<file path="config.mk">
export PLATFORM = sky130hd
export DESIGN_NAME = detector_1010
export DESIGN_NICKNAME = d
export VERILOG_FILES = /design/src/rtl/detector_1010.sv
export SDC_FILE = /design/constraint.sdc
export NUM_CORES = 1
export LEC_CHECK = 0
export CELL_PAD_IN_SITES_DETAIL_PLACEMENT = 0
export CELL_PAD_IN_SITES_GLOBAL_PLACEMENT = 1
export CORE_UTILIZATION = 40
export CTS_BUF_LIST = sky130_fd_sc_hd__clkbuf_4 sky130_fd_sc_hd__clkbuf_8 sky130_fd_sc_hd__clkbuf_16
export DETAILED_ROUTE_END_ITERATION = 16
export GPL_TIMING_DRIVEN = 0
export PLACE_DENSITY_LB_ADDON = 0.3
export RECOVER_POWER = 100
export SYNTH_ARGS = -nofsm -noshare
export SYNTH_HDL_FRONTEND = slang
export SYNTH_SLANG_ARGS = --single-unit
</file>
<file path="constraint.sdc">
create_clock -name clk -period 3.4 [get_ports clk]
set_input_delay 0.68 -clock clk [delete_from_list [all_inputs] [get_ports clk]]
set_output_delay 0.68 -clock clk [all_outputs]
set_load 0.01 [all_outputs]
</file>
<file path="src/rtl/detector_1010.sv">
// Serial "1010" pattern detector: Moore FSM with a registered one-cycle detect
// flag and a saturating match counter, all cleared by a synchronous active-low clear.
module detector_1010 #(
    parameter bit          OVERLAP = 1'b1,
    parameter int unsigned CNT_W   = 8
) (
    input  logic             clk,
    input  logic             clr,
    input  logic             in,
    output logic             out,
    output logic [CNT_W-1:0] match_cnt
);

    typedef enum logic [2:0] {
        S0 = 3'd0,
        S1 = 3'd1,
        S2 = 3'd2,
        S3 = 3'd3,
        S4 = 3'd4
    } state_t;

    state_t           state_q;
    state_t           state_d;
    logic             out_q;
    logic [CNT_W-1:0] cnt_q;
    logic [CNT_W-1:0] cnt_d;

    function automatic logic [CNT_W-1:0] sat_inc(input logic [CNT_W-1:0] v);
        if (&v) begin
            return v;
        end else begin
            return v + CNT_W'(1);
        end
    endfunction

    // Next-state decode; the trailing "10" of a match is reused only when OVERLAP is set.
    always_comb begin
        state_d = S0;
        case (state_q)
            S0: begin
                if (in) state_d = S1;
                else    state_d = S0;
            end
            S1: begin
                if (in) state_d = S1;
                else    state_d = S2;
            end
            S2: begin
                if (in) state_d = S3;
                else    state_d = S0;
            end
            S3: begin
                if (in) state_d = S1;
                else    state_d = S4;
            end
            S4: begin
                if (in) begin
                    if (OVERLAP) state_d = S3;
                    else         state_d = S1;
                end else begin
                    state_d = S0;
                end
            end
            default: state_d = S0;
        endcase
    end

    // Counter bumps on the same edge that moves the FSM into the match state.
    always_comb begin
        cnt_d = cnt_q;
        if (state_d == S4) begin
            cnt_d = sat_inc(cnt_q);
        end else begin
            cnt_d = cnt_q;
        end
    end

    // State, detect flag and counter registers; clear overrides everything.
    always_ff @(posedge clk) begin
        if (!clr) begin
            state_q <= S0;
            out_q   <= 1'b0;
            cnt_q   <= {CNT_W{1'b0}};
        end else begin
            state_q <= state_d;
            out_q   <= (state_d == S4);
            cnt_q   <= cnt_d;
        end
    end

    assign out       = out_q;
    assign match_cnt = cnt_q;

endmodule

</file>
==> impl_metrics.py <==
metrics = {
    "outcome": {
        "status": "finished clean",
    },
    "power": {
        "power.total_uw": 267,
        "sw_frac_of_total": 0.207,
        "ir_drop_mv": 0.168,
        "p_per_area_nw_per_um2": 352,
        "pwr-share-clk": 0.421,
        "power_frac_seq": 0.534,
        "p_switching_uw": 55.3,
        "p_int_uw": 211,
        "p_comb_frac": 0.045,
        "p_leak_nw": 0.311,
    },
    "floorplan": {
        "coreArea_um2": 1380,
        "die_x_um": 41.8,
        "die_area_um2": 1750,
        "die_h_um": 41.8,
        "initial_core_util": 0.458,
        "placementRows": 13,
        "ios": 12,
    },
    "detailed_routing": {
        "routedWlPerCell_um": 13.6,
        "final_antenna_net_count": 0,
        "drc": 0,
        "vias_per_cell": 5.75,
        "vias": 546,
        "drt_wl_total_mm": 1.29,
        "firstDrtPassIters": 4,
        "drt_iter0_drc": 11,
    },
    "logic_synthesis": {
        "yosysUniqueCellTypes": 30,
        "syn_area_um2": 633,
        "synth-seq-area-share": 0.379,
        "synth-simple-area-share": 0.316,
        "synth_top_family_by_area": "simple AND/OR/NAND/NOR gates",
        "synthCells": 65,
        "muxShareOfSynthArea": 0.0632,
        "synth-compound-area-share": 0.176,
        "yosys_warnings": 0,
        "synth_adder_area_share": 0.0198,
        "postSynthAreaPerCell_um2": 9.74,
        "synth_xor_area_frac": 0.0138,
        "async_flop_share": 0,
        "synthesis.nets": 69,
        "synth_edf_count": 0,
        "synth_flop_cell": "dfxtp_1",
        "ys_ff_latch": 12,
    },
    "place": {
        "dp_hpwl_um": 849,
        "gp_congestion": 0.780,
        "io_buffers": 11,
        "placed_area_um2": 762,
        "place_inst": 91,
    },
    "clocking": {
        "cts_setup_buffers": 0,
        "cts_resized": 0,
        "cts-root-buf": "clkbuf_4",
        "cts_max_level": 1,
        "clk_latency_ps": 260,
        "clk_pin_slew_ps": 80,
        "clk_path_buf_depth": 2,
        "cts-buffers-inserted": 3,
        "tritoncts": "built",
        "holdBufCountCts": 0,
        "cts.sinks": 12,
    },
    "critical_path": {
        "path_max_fanout": 10,
        "r2r_cells": 3,
        "required_ps": 3560,
        "r2r_start": "state_q[0]",
        "end_kind": "register",
        "ff2ff_setup_slack_ps": 1580,
        "worstPathArrival_ps": 2630,
        "critPathKind": "in -> reg",
        "worst_setup_path_start_kind": "primary input",
        "r2r_end": "match_cnt[4]",
    },
    "final_layout": {
        "fillerInstances": 131,
        "register_area_um2": 240,
        "diodes": 0,
        "syn2layout_area_growth_pct": 19.8,
        "multi_input_area_um2": 333,
        "final_cell_mix": "dfxtp_1 (12), dlygate4sd3_1 (11), nand2_1 (8)",
        "drive_gt1_frac": 0.100,
        "nets": 85,
        "final_common_cell": "dfxtp_1",
        "fin_area_um2": 758,
        "fin_cells": 95,
    },
    "hold_path": {
        "whs_endpoint": "match_cnt[5]",
        "min-delay-start": "match_cnt[5]",
        "whs_path_depth": 2,
        "hold_path.class": "reg -> reg",
    },
    "timing": {
        "setup-tns-final_ps": 0,
        "maxSlewViolCount": 0,
        "fmax_mhz": 405,
        "finalCritPeriodShare": 0.726,
        "period_needed_ps": 2470,
        "clock_skew_ps": 2.78,
        "setup_viol": 0,
        "relSlewSlack": 0.272,
        "rsz0062_at_grt": "no",
        "tightest_slew_ps": 1090,
        "hold_viol": 0,
    },
    "grt": {
        "grt_max_degree": 11,
        "antenna_found_initial": 0,
        "overflow": 0,
        "grt_pass1_wl_mm": 2.16,
        "grtUsageTotal": 0.158,
        "grt_pass1_vias": 458,
    },
    "run": {
        "drv_cap": 0,
    },
}
-- routing by layer --
layer / global-route usage / wire length (um)
met4: 0.0581 / 10
met2: 0.216 / 541
met1: 0.241 / 665
met5: 0 / 0
met3: 0.0304 / 70
-- worst max path at each step --
| stage | from | cells after the start | slack, ps | end |
|---|---|---|---|---|
| after floorplan | in | 3 | 1910 | match_cnt[6] |
| after global placement | in | 4 | 1270 | match_cnt[6] |
| after detailed placement | in | 4 | 1260 | match_cnt[6] |
| after CTS | match_cnt[7] | 1 | 1400 | match_cnt[7] |
| after global routing | in | 4 | 820 | match_cnt[4] |
| final | in | 4 | 930 | match_cnt[4] |
-- power groups by stage --
stage,Clock (mW),Sequential [mW],Combinational (mW)
after global routing,0.126,0.143,0.0130
after detailed placement,0,0.146,0.0142
after floorplan,0,0.146,0.00814
final,0.112,0.142,0.0119
after global placement,0,0.146,0.0143
after CTS,0.116,0.143,0.0144
-- cell usage after synthesis, types with 2 or more instances --
library cell | n | share of area
and2_1 | 3 | 0.030
a21oi_1 | 2 | 0.016
inv_1 | 3 | 0.018
dfxtp_1 | 12 | 0.38
and3_1 | 2 | 0.020
and3_2 | 2 | 0.024
o2111ai_1 | 2 | 0.028
and3b_1 | 2 | 0.028
mux2i_1 | 4 | 0.063
nand3_1 | 3 | 0.024
nand2_1 | 8 | 0.047
o21ai_0 | 3 | 0.024
nand2b_1 | 2 | 0.020
-- state kept, by name, summed over array words and instances (netlist names) --
signal     count
state_q        3
out            1
match_cnt      8
-- worst max-delay path: stages --
cell and delay (ps):
dlygate4sd3_1 580, nor3b_1 900, o2111ai_1 220, and3b_1 250
-- per-stage QoR --
| step | utilization | hold slack [ps] | setup WS, ps |
|---|---|---|---|
| floorplan | - | 518 | 1910 |
| global placement | 0.551 | 498 | 1270 |
| detailed placement | 0.551 | 508 | 1260 |
| CTS | 0.577 | 521 | 1400 |
| global route | 0.548 | 548 | 824 |
| finish | 0.548 | 516 | 932 |
-- cell families (layout without fill, tap and decap cells) --
kind of cell | count (synthesis) | after routing
compound gates | 14 | 14
xor+xnor | 1 | 1
simple gates | 28 | 28
mux | 4 | 4
flops | 12 | 12
fa+ha+maj | 1 | 1
buf+inv | 5 | 20
-- cell type report --
cell class              instances  share of cell area
inverters                       3              0.0149
clock buffers                   4              0.0479
flip-flops and latches         12               0.317
repair buffers                 11               0.145
well taps                      15              0.0248
plain buffers                   2              0.0116
multi-input cells              48               0.439
Note: power is estimated with default switching activity, not from simulation.
